## config.mk

```make
export PLATFORM = sky130hd
export DESIGN_NAME = uart_alu_ctrl
export DESIGN_NICKNAME = d
export VERILOG_FILES = /design/src/rtl/uart_alu_pkg.sv /design/src/rtl/tick_timeout.sv /design/src/rtl/uart_alu_ctrl.sv
export SDC_FILE = /design/constraint.sdc
export NUM_CORES = 1
export LEC_CHECK = 0
export ABC_CLOCK_PERIOD_IN_PS = 2200
export BUFFER_PORTS_ARGS = -buffer_cell sky130_fd_sc_hd__buf_2
export CORE_MARGIN = 2
export CORE_UTILIZATION = 40
export DETAILED_ROUTE_END_ITERATION = 7
export SYNTH_ARGS = -nofsm -noshare
export SYNTH_HDL_FRONTEND = slang
export SYNTH_SLANG_ARGS = --single-unit
```

## constraint.sdc

```tcl
create_clock -name i_clk -period 2.2 [get_ports i_clk]
set_input_delay 0.33 -clock i_clk [delete_from_list [all_inputs] [get_ports i_clk]]
set_output_delay 0.33 -clock i_clk [all_outputs]
set_load 0.02 [all_outputs]
```

## src/rtl/uart_alu_pkg.sv

```systemverilog
// Shared constants for the UART/ALU sequencer: opcodes, one-hot states,
// error codes and the opcode legality check.
package uart_alu_pkg;

    localparam int NB_OPCODE = 6;

    localparam logic [NB_OPCODE-1:0] OP_ADD = 6'b100000;
    localparam logic [NB_OPCODE-1:0] OP_SUB = 6'b100010;
    localparam logic [NB_OPCODE-1:0] OP_AND = 6'b100100;
    localparam logic [NB_OPCODE-1:0] OP_OR  = 6'b100101;
    localparam logic [NB_OPCODE-1:0] OP_XOR = 6'b100110;
    localparam logic [NB_OPCODE-1:0] OP_NOR = 6'b100111;
    localparam logic [NB_OPCODE-1:0] OP_SRA = 6'b000011;
    localparam logic [NB_OPCODE-1:0] OP_SRL = 6'b000010;

    localparam logic [4:0] ST_WAIT_A  = 5'b00001;
    localparam logic [4:0] ST_WAIT_B  = 5'b00010;
    localparam logic [4:0] ST_WAIT_OP = 5'b00100;
    localparam logic [4:0] ST_COMPUTE = 5'b01000;
    localparam logic [4:0] ST_WAIT_TX = 5'b10000;

    localparam logic [1:0] ERR_NONE    = 2'b00;
    localparam logic [1:0] ERR_TIMEOUT = 2'b01;
    localparam logic [1:0] ERR_BAD_OP  = 2'b10;
    localparam logic [1:0] ERR_OVERRUN = 2'b11;

    function automatic logic is_legal_op(input logic [NB_OPCODE-1:0] op);
        case (op)
            OP_ADD, OP_SUB, OP_AND, OP_OR,
            OP_XOR, OP_NOR, OP_SRA, OP_SRL: return 1'b1;
            default:                        return 1'b0;
        endcase
    endfunction

endpackage

```

## src/rtl/tick_timeout.sv

```systemverilog
// Counts baud ticks while enabled; o_done flags the tick that reaches TIMEOUT_TICKS.
module tick_timeout #(
    parameter int TIMEOUT_TICKS = 2048,
    parameter int NB_TMO        = 12
) (
    input  logic i_clk,
    input  logic i_reset,
    input  logic i_clear,
    input  logic i_enable,
    output logic o_done
);

    logic [NB_TMO-1:0] r_cnt;

    // NOTE: sequential state uses non-blocking assignments only.
    always_ff @(posedge i_clk) begin
        if (!i_reset || i_clear) begin
            r_cnt <= '0;
        end else if (i_enable) begin
            r_cnt <= r_cnt + 1'b1;
        end
    end

    // Flag the terminal tick itself so a byte in the same cycle can still win.
    assign o_done = i_enable && (r_cnt == NB_TMO'(TIMEOUT_TICKS - 1));

endmodule

```

## src/rtl/uart_alu_ctrl.sv

```systemverilog
// Collects A, B and opcode bytes from the UART, runs them through the ALU and
// sends the result back, flagging timeouts, bad opcodes and overruns.
module uart_alu_ctrl
    import uart_alu_pkg::*;
#(
    parameter int NB_DATA       = 8,
    parameter int NB_OP         = 6,
    parameter int TIMEOUT_TICKS = 2048,
    parameter int NB_TMO        = 12
) (
    input  logic               i_clk,
    input  logic               i_reset,
    input  logic               i_tick,
    input  logic [NB_DATA-1:0] i_rx_data,
    input  logic               i_rx_valid,
    input  logic [NB_DATA-1:0] i_alu_result,
    input  logic               i_tx_done,
    output logic [NB_DATA-1:0] o_alu_a,
    output logic [NB_DATA-1:0] o_alu_b,
    output logic [NB_OP-1:0]   o_alu_op,
    output logic [NB_DATA-1:0] o_tx_data,
    output logic               o_tx_start,
    output logic               o_busy,
    output logic               o_err,
    output logic [1:0]         o_err_code
);

    logic [4:0]         r_state;
    logic [NB_DATA-1:0] r_alu_a;
    logic [NB_DATA-1:0] r_alu_b;
    logic [NB_OP-1:0]   r_alu_op;
    logic [NB_DATA-1:0] r_tx_data;
    logic               r_tx_start;
    logic               r_err;
    logic [1:0]         r_err_code;

    logic               w_counting;
    logic               w_busy;
    logic               w_tmo;
    logic [NB_OP-1:0]   w_op;

    assign w_counting = (r_state == ST_WAIT_B) || (r_state == ST_WAIT_OP);
    assign w_busy     = (r_state == ST_COMPUTE) || (r_state == ST_WAIT_TX);
    assign w_op       = i_rx_data[NB_OP-1:0];

    tick_timeout #(
        .TIMEOUT_TICKS (TIMEOUT_TICKS),
        .NB_TMO        (NB_TMO)
    ) u_tick_timeout (
        .i_clk    (i_clk),
        .i_reset  (i_reset),
        .i_clear  (!w_counting || i_rx_valid || w_tmo),
        .i_enable (i_tick && w_counting),
        .o_done   (w_tmo)
    );

    always_ff @(posedge i_clk) begin
        if (!i_reset) begin
            r_state    <= ST_WAIT_A;
            r_alu_a    <= '0;
            r_alu_b    <= '0;
            r_alu_op   <= '0;
            r_tx_data  <= '0;
            r_tx_start <= 1'b0;
            r_err      <= 1'b0;
            r_err_code <= ERR_NONE;
        end else begin
            // NOTE: pulse outputs default low each cycle so they last exactly one clock.
            r_tx_start <= 1'b0;
            r_err      <= 1'b0;
            case (r_state)
                ST_WAIT_A: if (i_rx_valid) begin
                    r_alu_a <= i_rx_data;
                    r_state <= ST_WAIT_B;
                end
                ST_WAIT_B: if (i_rx_valid) begin
                    r_alu_b <= i_rx_data;
                    r_state <= ST_WAIT_OP;
                end else if (w_tmo) begin
                    r_err      <= 1'b1;
                    r_err_code <= ERR_TIMEOUT;
                    r_state    <= ST_WAIT_A;
                end
                ST_WAIT_OP: if (i_rx_valid) begin
                    if (is_legal_op(w_op)) begin
                        r_alu_op <= w_op;
                        r_state  <= ST_COMPUTE;
                    end else begin
                        r_err      <= 1'b1;
                        r_err_code <= ERR_BAD_OP;
                        r_state    <= ST_WAIT_A;
                    end
                end else if (w_tmo) begin
                    r_err      <= 1'b1;
                    r_err_code <= ERR_TIMEOUT;
                    r_state    <= ST_WAIT_A;
                end
                ST_COMPUTE: begin
                    r_tx_data  <= i_alu_result;
                    r_tx_start <= 1'b1;
                    r_state    <= ST_WAIT_TX;
                end
                // A done pulse alongside our own start belongs to a previous frame.
                ST_WAIT_TX: if (i_tx_done && !r_tx_start) begin
                    r_state <= ST_WAIT_A;
                end
                default: r_state <= ST_WAIT_A;
            endcase
            if (i_rx_valid && w_busy) begin
                r_err      <= 1'b1;
                r_err_code <= ERR_OVERRUN;
            end
        end
    end

    assign o_alu_a    = r_alu_a;
    assign o_alu_b    = r_alu_b;
    assign o_alu_op   = r_alu_op;
    assign o_tx_data  = r_tx_data;
    assign o_tx_start = r_tx_start;
    assign o_busy     = w_busy;
    assign o_err      = r_err;
    assign o_err_code = r_err_code;

endmodule

```

# After elaboration in Yosys (flattened, before gate mapping)
# Index checks and enable logic that the tools add are counted.
dict set report totals {
  wordCells 71
  input_bits 21
  regBits 51
  n_memories 0
  mem_bits_rw 0
  latchBits 0
  out_inout_bits 35
  romBits 0
}
dict set report op_classes {
  add_sub_neg 1
  n_lt_le_gt_ge 0
  shift 0
  n_mux 24
  bitwise 0
  n_div 0
  n_reduce_logical 19
  n_eq_ne 18
  mul 0
}
# op n
set op_table {}
lappend op_table {{$eq A6 B6 Y1 const B} 6}
lappend op_table {{$mux W5} 5}
lappend op_table {{$pmux W5 S5} 1}
lappend op_table {{$add A12 B1 Y12 const B} 1}
lappend op_table {{$eq A12 B11 Y1 const B} 1}
lappend op_table {{$eq A6 B2 Y1 const B} 2}
lappend op_table {{$mux W1} 10}
lappend op_table {{$mux W2} 5}
lappend op_table {{$reduce_or A8 Y1} 1}
lappend op_table {{$reduce_and A2 Y1} 3}
lappend op_table {{$reduce_and A3 Y1} 2}
lappend op_table {{$eq A5 B1 Y1 const B} 1}
lappend op_table {{$eq A5 B2 Y1 const B} 1}
lappend op_table {{$eq A5 B3 Y1 const B} 1}
lappend op_table {{$eq A5 B4 Y1 const B} 1}
lappend op_table {{$eq A5 B5 Y1 const B} 1}
lappend op_table {{$logic_or A1 B1 Y1} 5}
lappend op_table {{$logic_and A1 B1 Y1} 4}
lappend op_table {{$mux W4} 1}
lappend op_table {{$ne A4 B3 Y1 const B} 1}
lappend op_table {{$pmux W2 S2} 1}
lappend op_table {{$logic_not A1 Y1} 3}
lappend op_table {{$ne A3 B2 Y1 const B} 1}
lappend op_table {{$reduce_bool A3 Y1} 1}
lappend op_table {{other kinds (3)} 3}

# Logic depth before layout (Yosys ltp)
# Gate-level depths: netlist of run 1.
dict set report logic_depth {
  depth_word 10
  ltp_mapped 7
  mapped_depth_nobuf 6
}

# Hierarchy
# From an unflattened synthesis of run 1, not the netlist that was laid out.
dict set report unflattened {
  hier_cells 234
  hier_area_um2 2204.6
}
# module area_each_um2 seq_area_each_um2 n_inst cells_per_inst
set by_module_without_submodules {}
lappend by_module_without_submodules {uart_alu_ctrl 1626.6 780.7 1 172}
lappend by_module_without_submodules {tick_timeout 578.1 240.2 1 62}

# Least setup slack after synthesis of run 1
# No wires, ideal clock.
dict set report synth_path {
  path_type {flip-flop to flip-flop}
  startpoint {reg r_state[3]}
  endpoint {reg u_tick_timeout.r_cnt[6]}
  slack_ns 0.489
  t_arrival_ns 1.597
  period_less_slack_ns 1.711
  t_required_ns 2.085
  setup_ns 0.115
  path_stages_with_launch 8
  path_buffers 2
  cell_sequence {dfxtp_1 buf_6 or4b_4 nor2_4 nand3_1 nand4_1 buf_4 nor2_1}
}
dict set report synth_via {
  elab_chain_cells 6
  elab_cells_between_ends 9
  classes_between {eq/ne: 2; reduce/logical: 7}
}
# item line_no
set synth_rtl {}
lappend synth_rtl {{start: declaration} uart_alu_ctrl.sv:28} ;# logic [4:0] r_state;
lappend synth_rtl {{start signal: assignment} uart_alu_ctrl.sv:59} ;# r_state <= ST_WAIT_A;
lappend synth_rtl {{start signal: assignment} uart_alu_ctrl.sv:74} ;# r_state <= ST_WAIT_B;
lappend synth_rtl {{start signal: assignment} uart_alu_ctrl.sv:78} ;# r_state <= ST_WAIT_OP;
lappend synth_rtl {{$eq A5 B2 Y1 / $eq A5 B3 Y1 (equally long branches)} uart_alu_ctrl.sv:42} ;# assign w_counting = (r_state == ST_WAIT_B) || (r_state == ST_WAIT_OP);
lappend synth_rtl {{$logic_or A1 B1 Y1 *} uart_alu_ctrl.sv:42}
lappend synth_rtl {{$logic_not A1 Y1 / $logic_and A1 B1 Y1 (equally long branches)} {uart_alu_ctrl.sv:52, uart_alu_ctrl.sv:53}}
lappend synth_rtl {{$logic_or A1 B1 Y1 / $logic_and A1 B1 Y1 (equally long branches)} {uart_alu_ctrl.sv:52, tick_timeout.sv:25}}
lappend synth_rtl {{$logic_or A1 B1 Y1} uart_alu_ctrl.sv:52} ;# .i_clear (!w_counting || i_rx_valid || w_tmo),
lappend synth_rtl {{$logic_or A1 B1 Y1} tick_timeout.sv:17} ;# if (!i_reset || i_clear) begin
lappend synth_rtl {{end signal: assignment} tick_timeout.sv:20} ;# r_cnt <= r_cnt + 1'b1;
lappend synth_rtl {{end: declaration} tick_timeout.sv:13} ;# logic [NB_TMO-1:0] r_cnt;
# Every way passes the cells marked *; elsewhere a longest branch is shown, timed or not.
# A chain may end at the register's enable or synchronous reset.

# Worst setup path after layout of run 1
dict set report layout_path {
  startpoint {reg r_state[4]}
  endpoint {reg r_state[1]}
}
dict set report layout_via {
  elab_chain_cells 7
  elab_cells_between_ends 15
  classes_between {eq/ne: 7; mux: 4; reduce/logical: 4}
}
# item line_no
set layout_rtl {}
lappend layout_rtl {{$eq A5 B2 Y1 / $eq A5 B3 Y1 (equally long branches)} {uart_alu_ctrl.sv:42, uart_alu_ctrl.sv:71}}
lappend layout_rtl {{$logic_or A1 B1 Y1} uart_alu_ctrl.sv:42}
lappend layout_rtl {{$logic_and A1 B1 Y1} uart_alu_ctrl.sv:53} ;# .i_enable (i_tick && w_counting),
lappend layout_rtl {{$logic_and A1 B1 Y1} tick_timeout.sv:25} ;# assign o_done = i_enable && (r_cnt == NB_TMO'(TIMEOUT_TICKS - 1));
lappend layout_rtl {{$mux W5} --}
lappend layout_rtl {{$mux W5 (on tied branches)} --}
lappend layout_rtl {{$pmux W5 S5} uart_alu_ctrl.sv:71} ;# case (r_state)
# Parallel ways exist; a longest one is shown, timed or not.

==> flow_summary.yaml, run 1 <==
die:
  die_h_um: 76.7
  num_rows: 26
  io_pins: 56
  initial_core_util_pct: 41.4
  dieArea_um2: 5880
  coreArea_um2: 5110
  die_x_um: 76.7
sta:
  max_slew_margin_pct: 63.6
  fin_crit_sh_pct: 86.1
  final-max-slew-violation-count: 0
  skew_ns: 0.00617
  setup_viol_count_final: 0
  fin_setup_tns_ns: 0
  worstMarginPinSlew_ns: 0.545
  fmax_ghz: 0.528
  rsz0062_at_grt: "no"
  min_period_ns: 1.89
  hold_violations: 0
hold_path:
  hold_depth: 3
  hp-start: "i_alu_result[6]"
  hold_end: "o_tx_data[6]"
  min_path_type: "input pin to register"
power_and_ir_drop:
  power.internal_uw: 1240
  p_switching_uw: 452
  powerDensity_nw_per_um2: 665
  pwr-share-clk_pct: 34.1
  p_leak_uw: 0.00118
  p_sw_share_pct: 26.6
  comb_power_share_pct: 9.6
  seqPwrFrac_pct: 56.3
  vdd_ir_drop_max_v: 0.000406
critical_path:
  cp-startpoint: "r_state[4]"
  cp_max_fo: 8
  start_kind: "register"
  critPathRequiredTime_ns: 2.39
  r2r_start: "r_state[4]"
  arrival_ns: 2.08
  crit_path_end_kind: "register"
  reg2reg_to: "r_state[1]"
  rrSetupSlack_ns: 0.31
  rr_worst_depth: 6
  crit_type: "register to register"
global_routing:
  antenna_found_initial: 0
  grt.busiest_layer: "met2"
  grt_usage_pct: 14.8
  grt_max_degree: 23
  use_met2_pct: 23.8
  overflow: 0
  use_met1_pct: 18.7
  grt_pass1_vias: 1627
  grt_first_pass_wirelength_um: 7050
  grt_use_met3_pct: 4.12
cts:
  cts_htree_levels: 2
  cts_tree: "yes"
  cts_buffer_depth: 2
  numCtsBuffers: 5
  path_clk_slew_ns: 0.10
  clock-sinks: 51
  hold_buffers: 0
  worstSkewPairLatency_ns: 0.31
  root_buffer: "clkbuf_8"
  ctsResizeCount: 0
  post-cts-setup-buffers: 0
layout:
  antenna_cells: 0
  drive_above_1_share_pct: 26.2
  areaGrowthSynthToFinish_pct: 20.6
  design_area_um2: 2550
  final_core_util_pct: 49.9
  layout_commonest_cell: "buf_2"
  finalNetCount: 300
  layout.cells.most_common_list: "buf_2 (55), dfxtp_1 (51), nor2_1 (46), mux2i_1 (29)"
detailed_routing:
  viasPerCell: 4.87
  route.detailed.drc: 0
  dr.first_iter.drc_count: 48
  antenna_left: 0
  vias: 1700
  totalWireLength_um: 4220
  avgRoutedWirePerCell_um: 12.1
  drt_first_pass_iters: 4
synth:
  yosysTopAreaCell: "dfxtp_1"
  ys_ff_latch: 51
  syn_inst: 222
  synth_top_area_share_pct: 48.3
  synth.net_count: 244
  synthTopCellsByArea: "dfxtp_1 (48%), mux2i_1 (14%), nor2_1 (8.2%), xor2_1 (2.9%), xnor2_1 (2.1%)"
  synthArstFlopShare_pct: 0
  synth_edf_count: 0
  yosys_warnings: 0
  synthFlopType: "dfxtp_1"
  syn_avg_cell_area_um2: 9.52
  seq_area_frac_synth_pct: 48.3
  synthesis.area_um2: 2110
  synth_cell_types: 42
place:
  dpl_cell_area_um2: 2450
  dp_hpwl_um: 3050
  portBuffers: 55
  gp_congestion: 0.761
run:
  cap_violations: 0
run_status:
  status: "completed"
synth_stat cells (2+ instances only):
| cell type | instances |
|---|---|
| o21ai_0 | 4 |
| nor4_1 | 2 |
| mux2i_1 | 29 |
| a21oi_1 | 5 |
| nand2b_1 | 6 |
| nor2_1 | 46 |
| nor3_1 | 3 |
| o21a_1 | 2 |
| and3_1 | 3 |
| nor2b_1 | 2 |
| xor2_1 | 7 |
| or2_2 | 2 |
| clkbuf_1 | 3 |
| inv_1 | 4 |
| nand4_1 | 5 |
| xnor2_1 | 5 |
| nand2_1 | 7 |
| o31ai_1 | 2 |
| nand3b_1 | 3 |
| dfxtp_1 | 51 |
| or3_1 | 4 |
| buf_2 | 4 |
| nand3_1 | 4 |
per-stage QoR:
step / instances / total power, uW / setup WS, ns / hold slack [ns]
after floorplan: 222 / 1080 / 0.489 / 0.466
after global placement: 341 / 1140 / 0.284 / 0.461
after detailed placement: 341 / 1140 / 0.324 / 0.468
after CTS: 349 / 1710 / 0.296 / 0.238
after global routing: 349 / 1770 / 0.193 / 0.244
final: 349 / 1700 / 0.306 / 0.243
cells by family (layout without fill, tap and decap cells):
kind of cell	Yosys count	after routing	share of synthesized area [%]
XOR/XNOR	12	12	4.97
adder cells (fa/ha/maj)	1	1	0.592
AND/OR/NAND/NOR	95	95	22.9
flip-flops	51	51	48.3
multiplexers	29	29	13.7
AO/OA/AOI/OAI	20	20	6.28
buffers and inverters	14	71	3.26
final cells by class:
| class | instances | area [um2] |
|---|---|---|
| Timing Repair Buffer | 59 | 305 |
| Tap cell | 70 | 87.6 |
| Inverter | 4 | 15.0 |
| Multi-Input combinational cell | 157 | 1020 |
| Clock buffer | 5 | 68.8 |
| Clock inverter | 3 | 27.5 |
| Fill cell | 504 | 2560 |
| Sequential cell | 51 | 1020 |
sequential cells by signal (all words and copies together), names as in the netlist, 2 cells and up:
register,flops
r_state,5
o_alu_b,8
u_tick_timeout.r_cnt,12
o_alu_a,8
o_err_code,2
o_tx_data,8
o_alu_op,6
power by group through the flow:
| stage | Combinational [uW] | Sequential (uW) | Clock (uW) |
|---|---|---|---|
| after floorplan | 92.1 | 988 | 0 |
| after global placement | 163 | 975 | 0 |
| after detailed placement | 163 | 976 | 0 |
| after CTS | 164 | 954 | 597 |
| after global routing | 180 | 957 | 633 |
| final | 163 | 954 | 578 |
critical path, cell delays in order, from the launching register on:
cell and delay (ns):
dfxtp_1 0.38, or4b_4 0.60, nor2_4 0.20, nand3_1 0.20, nand4_1 0.17, buf_4 0.15, o22ai_1 0.07
metal layers:
metal | share of wire, % | up-vias
met5 | 0 | -
met4 | 1.4 | 0
met3 | 4.7 | 7
met2 | 46 | 40
met1 | 48 | 781
li1 | - | 872
worst max-delay path by stage:
stage                                         end  cells past startpoint
after floorplan           u_tick_timeout.r_cnt[6]                      7
after global placement                 r_state[1]                      6
after detailed placement               r_state[1]                      6
after CTS                              r_state[1]                      6
after global routing      u_tick_timeout.r_cnt[4]                      6
final                                  r_state[1]                      6
Note: power is estimated with default switching activity, not from simulation.
==> run 2: changes to the inputs <==
- GPL_TIMING_DRIVEN: not set -> 0
- PLACE_DENSITY: not set -> 0.75
==> flow_summary.yaml, run 2 (synthesis gave the netlist of run 1 again) <==
run_status:
  status: "completed"
layout:
  regArea_um2: 1020
  multiInputGateArea_um2: 1020
  antenna_cells: 0
  areaGrowthSynthToFinish_pct: 22.4
  final_cells: 353
  largest_register_ffs: 12
  drive_above_1_share_pct: 25.8
  fillCellCount: 494
  design_area_um2: 2590
  layout_commonest_cell: "buf_2"
  finalNetCount: 304
  largest_register: "u_tick_timeout.r_cnt"
  layout.cells.most_common_list: "buf_2 (57), dfxtp_1 (51), nor2_1 (46), mux2i_1 (29)"
cts:
  cts_tree: "yes"
  path_clk_slew_ns: 0.09
  numCtsBuffers: 5
  ctsResizeCount: 0
  cts_buffer_depth: 2
  cts_htree_levels: 2
  hold_buffers: 0
  worstSkewPairLatency_ns: 0.30
  clock-sinks: 51
  root_buffer: "clkbuf_8"
  post-cts-setup-buffers: 0
critical_path:
  cp_max_fo: 10
  reg2reg_to: "u_tick_timeout.r_cnt[0]"
  rr_worst_depth: 7
  critPathRequiredTime_ns: 2.44
  crit_path_end_kind: "register"
  cp.buffers_inverters: 2
  arrival_ns: 2.18
  rrSetupSlack_ns: 0.25
  cpPeakStageDelay_ns: 0.54
  crit_path_top_delay_cell: "xnor2_1"
  start_kind: "register"
  critPathTopFamily: "simple AND/OR/NAND/NOR gates"
  r2r_start: "r_state[1]"
  crit_type: "register to register"
  crit_chain: "buf_2, xnor2_1, nor2_4, nand3_1, nand4_1, buf_4, nor2_1"
run:
  cap_violations: 0
detailed_routing:
  viasPerCell: 4.90
  route.detailed.drc: 0
  antenna_left: 0
  avgRoutedWirePerCell_um: 11.8
  vias: 1730
  totalWireLength_um: 4170
  drt_first_pass_iters: 4
  dr.first_iter.drc_count: 71
die:
  coreArea_um2: 5110
  die_h_um: 76.7
  io_pins: 56
  die_x_um: 76.7
  num_rows: 26
  dieArea_um2: 5880
  initial_core_util_pct: 41.4
power_and_ir_drop:
  powerDensity_nw_per_um2: 692
  p_leak_uw: 0.00120
  total_power_uw: 1790
  vdd_ir_drop_max_v: 0.000390
  seqPwrFrac_pct: 53.2
  pwr-share-clk_pct: 37.7
  p_sw_share_pct: 23.0
  p_switching_uw: 411
  power.internal_uw: 1380
  comb_power_share_pct: 9.1
sta:
  max_slew_margin_pct: 57.4
  min_period_ns: 1.95
  hold_violations: 0
  final-max-slew-violation-count: 0
  setup_viol_count_final: 0
  fmax_ghz: 0.514
  fin_crit_sh_pct: 88.4
  worstMarginPinSlew_ns: 0.634
  whs_ns: 0.254
  rsz0062_at_grt: "no"
  fin_setup_tns_ns: 0
  skew_ns: 0.00806
global_routing:
  grt_first_pass_wirelength_um: 6970
  grt_max_degree: 17
  antenna_found_initial: 0
  grt_pass1_vias: 1562
  grt_usage_pct: 14.3
  overflow: 0
place:
  dp.cells: 345
  dp_hpwl_um: 3080
  portBuffers: 53
  gp_congestion: 0.789
  dpl_cell_area_um2: 2470
hold_path:
  hold_end: "o_tx_data[7]"
  hp-start: "i_alu_result[7]"
  min_path_type: "input pin to register"
  hold_depth: 3
[run 2: changes by cell type in the layout (fill, tap and decap cells not counted)]
cell / delta
bufinv_16: +1
buf_1: +1
buf_2: +2
inv_8: -1
buf_6: +1
clkbuf_1: +3
clkbuf_8: +1
buf_4: -3
clkinvlp_4: -1
[run 2: worst min-delay path, delay by kind of cell]
| kind | cells | cell delay, ns |
|---|---|---|
| simple gates | 1 | 0.07 |
| buf+inv | 1 | 0.07 |
| mux | 1 | 0.05 |
[run 2: power groups by stage]
stage / combinational (uW) / clock [uW] / sequential, uW
after floorplan: 92.1 / 0 / 988
after global routing: 181 / 730 / 955
final: 163 / 675 / 952
after detailed placement: 164 / 0 / 973
after CTS: 165 / 695 / 952
after global placement: 161 / 0 / 973
[run 2: how the worst max path moves through the flow]
stage | slack, ns | from | cells past startpoint | end
after floorplan | 0.49 | r_state[3] | 7 | u_tick_timeout.r_cnt[6]
after detailed placement | 0.27 | r_state[4] | 6 | u_tick_timeout.r_cnt[0]
after global routing | 0.09 | r_state[1] | 7 | u_tick_timeout.r_cnt[4]
after global placement | 0.25 | r_state[4] | 6 | u_tick_timeout.r_cnt[11]
after CTS | 0.25 | r_state[1] | 7 | u_tick_timeout.r_cnt[0]
final | 0.25 | r_state[1] | 7 | u_tick_timeout.r_cnt[0]
[run 2: final cells by class]
class / count / share of cell area [%]
plain buffers: 10 / 2.08
clock buffers: 6 / 3.19
clock inverters: 2 / 1.50
inverters: 4 / 0.580
multi-input cells: 157 / 39.6
flip-flops and latches: 51 / 39.5
well taps: 70 / 3.38
repair buffers: 53 / 10.3
[run 2: through the flow]
step                      worst slack (ns)  util (%)
after floorplan                      0.489         -
after global placement               0.252      48.3
after detailed placement             0.274      48.3
after CTS                            0.254      50.7
after global routing                0.0888      50.7
final                                0.254      50.7
[run 2: routing by layer]
metal	vias up	wire length, um	global-route usage [%]	part of all wire (%)
met4	0	73	4.73	1.8
met3	6	257	4.82	6.2
met1	798	1930	17.7	46
met5	-	0	0	0
met2	43	1910	23.4	46
li1	883	-	-	-
==> run 3: changes to the inputs <==
- GPL_TIMING_DRIVEN: 0 -> not set
- MAX_ROUTING_LAYER: not set -> met4
==> flow_summary.yaml, run 3 (synthesis gave the netlist of run 1 again) <==
layout:
  multiInputGateArea_um2: 1020
  largest_register: "u_tick_timeout.r_cnt"
  fillCellCount: 494
  areaGrowthSynthToFinish_pct: 19.9
  antenna_cells: 0
  layout_commonest_cell: "buf_2"
  layout.cells.most_common_list: "buf_2 (55), dfxtp_1 (51), nor2_1 (46), mux2i_1 (29)"
  regArea_um2: 1020
  drive_above_1_share_pct: 25.5
  finalNetCount: 299
  final_core_util_pct: 49.6
  design_area_um2: 2530
  largest_register_ffs: 12
global_routing:
  overflow: 0
  grt_max_degree: 26
  grt_usage_pct: 15.7
  grt_pass1_vias: 1634
  antenna_found_initial: 0
  grt_first_pass_wirelength_um: 7390
cts:
  cts_buffer_depth: 2
  path_clk_slew_ns: 0.10
  root_buffer: "clkbuf_8"
  clock-sinks: 51
  numCtsBuffers: 5
  post-cts-setup-buffers: 0
  hold_buffers: 0
  worstSkewPairLatency_ns: 0.30
  cts_tree: "yes"
  ctsResizeCount: 0
  cts_htree_levels: 2
critical_path:
  arrival_ns: 2.08
  reg2reg_to: "r_state[1]"
  r2r_start: "r_state[4]"
  start_kind: "register"
  rrSetupSlack_ns: 0.30
  crit_path_end_kind: "register"
  cp_max_fo: 8
  rr_worst_depth: 6
  crit_type: "register to register"
  critPathRequiredTime_ns: 2.38
die:
  dieArea_um2: 5880
  coreArea_um2: 5110
  die_h_um: 76.7
  initial_core_util_pct: 41.4
  io_pins: 56
  die_x_um: 76.7
  num_rows: 26
detailed_routing:
  dr.first_iter.drc_count: 52
  avgRoutedWirePerCell_um: 12.4
  totalWireLength_um: 4310
  met2_length_um: 2040
  drt_first_pass_iters: 4
  antenna_left: 0
  vias: 1705
  met3_length_um: 198
  routed.top_layer: "met4"
  route.detailed.drc: 0
  wl_met1_um: 2040
  viasPerCell: 4.90
place:
  portBuffers: 55
  dp_hpwl_um: 3140
  dpl_cell_area_um2: 2440
  gp_congestion: 0.743
  pre_cts_slack_ns: 0.305
sta:
  fin_crit_sh_pct: 86.3
  max_slew_margin_pct: 58.0
  final-max-slew-violation-count: 0
  rsz0062_at_grt: "no"
  setup_viol_count_final: 0
  min_period_ns: 1.90
  fin_ws_ns: 0.301
  skew_ns: 0.00832
  fmax_ghz: 0.527
  worstMarginPinSlew_ns: 0.626
  whs_ns: 0.253
  hold_violations: 0
  fin_setup_tns_ns: 0
power_and_ir_drop:
  vdd_ir_drop_max_v: 0.000318
  powerDensity_nw_per_um2: 654
  p_leak_uw: 0.00117
hold_path:
  hold_depth: 3
  min_path_type: "input pin to register"
  hp-start: "i_alu_result[7]"
  hold_end: "o_tx_data[7]"
run:
  cap_violations: 0
run_status:
  status: "completed"
[run 3: cell count changes in the layout (fill, tap and decap cells not counted), sizes merged]
cell / before / now
bufinv: 1 / 0
clkinvlp: 0 / 1
buf: 60 / 58
clkbuf: 9 / 6
[run 3: how the worst max path moves through the flow]
stage / from / end / slack (ns) / cells after the start
2_1_floorplan: r_state[3] / u_tick_timeout.r_cnt[6] / 0.49 / 7
3_3_place_gp: r_state[4] / r_state[1] / 0.31 / 6
3_5_place_dp: r_state[4] / r_state[1] / 0.30 / 6
4_1_cts: r_state[4] / r_state[1] / 0.30 / 6
5_1_grt: r_state[4] / o_err_code[0] / 0.17 / 5
6_report: r_state[4] / r_state[1] / 0.30 / 6
[run 3: metrics by stage]
step / total power [uW] / cells
after global placement: 1130 / 340
after floorplan: 1080 / 222
final: 1660 / 348
after global routing: 1730 / 348
after CTS: 1680 / 348
after detailed placement: 1140 / 340
[run 3: power by group]
part	switching, uW	internal [uW]
Combinational	94.3	65.1
Sequential	14.6	940
Clock	314	229
[run 3: worst max-delay path: stages (launching register included)]
cell     delay [ns]
dfxtp_1        0.38
or4b_4         0.61
nor2_4         0.18
nand3_1        0.20
nand4_1        0.17
buf_4          0.16
o22ai_1        0.08
[run 3: layout make-up]
class	instances	area share [%]
tap	70	3.46
inverter	4	0.593
clock buffer	6	2.86
multi-input combinational	157	40.4
timing repair buffer	58	11.8
clock inverter	2	0.642
sequential	51	40.3
[run 3: per-layer routing]
metal / global-route usage (%) / up-vias
met5: - / -
met1: 20.5 / 788
met2: 24.4 / 39
li1: - / 873
met3: 3.65 / 5
met4: 4.91 / 0
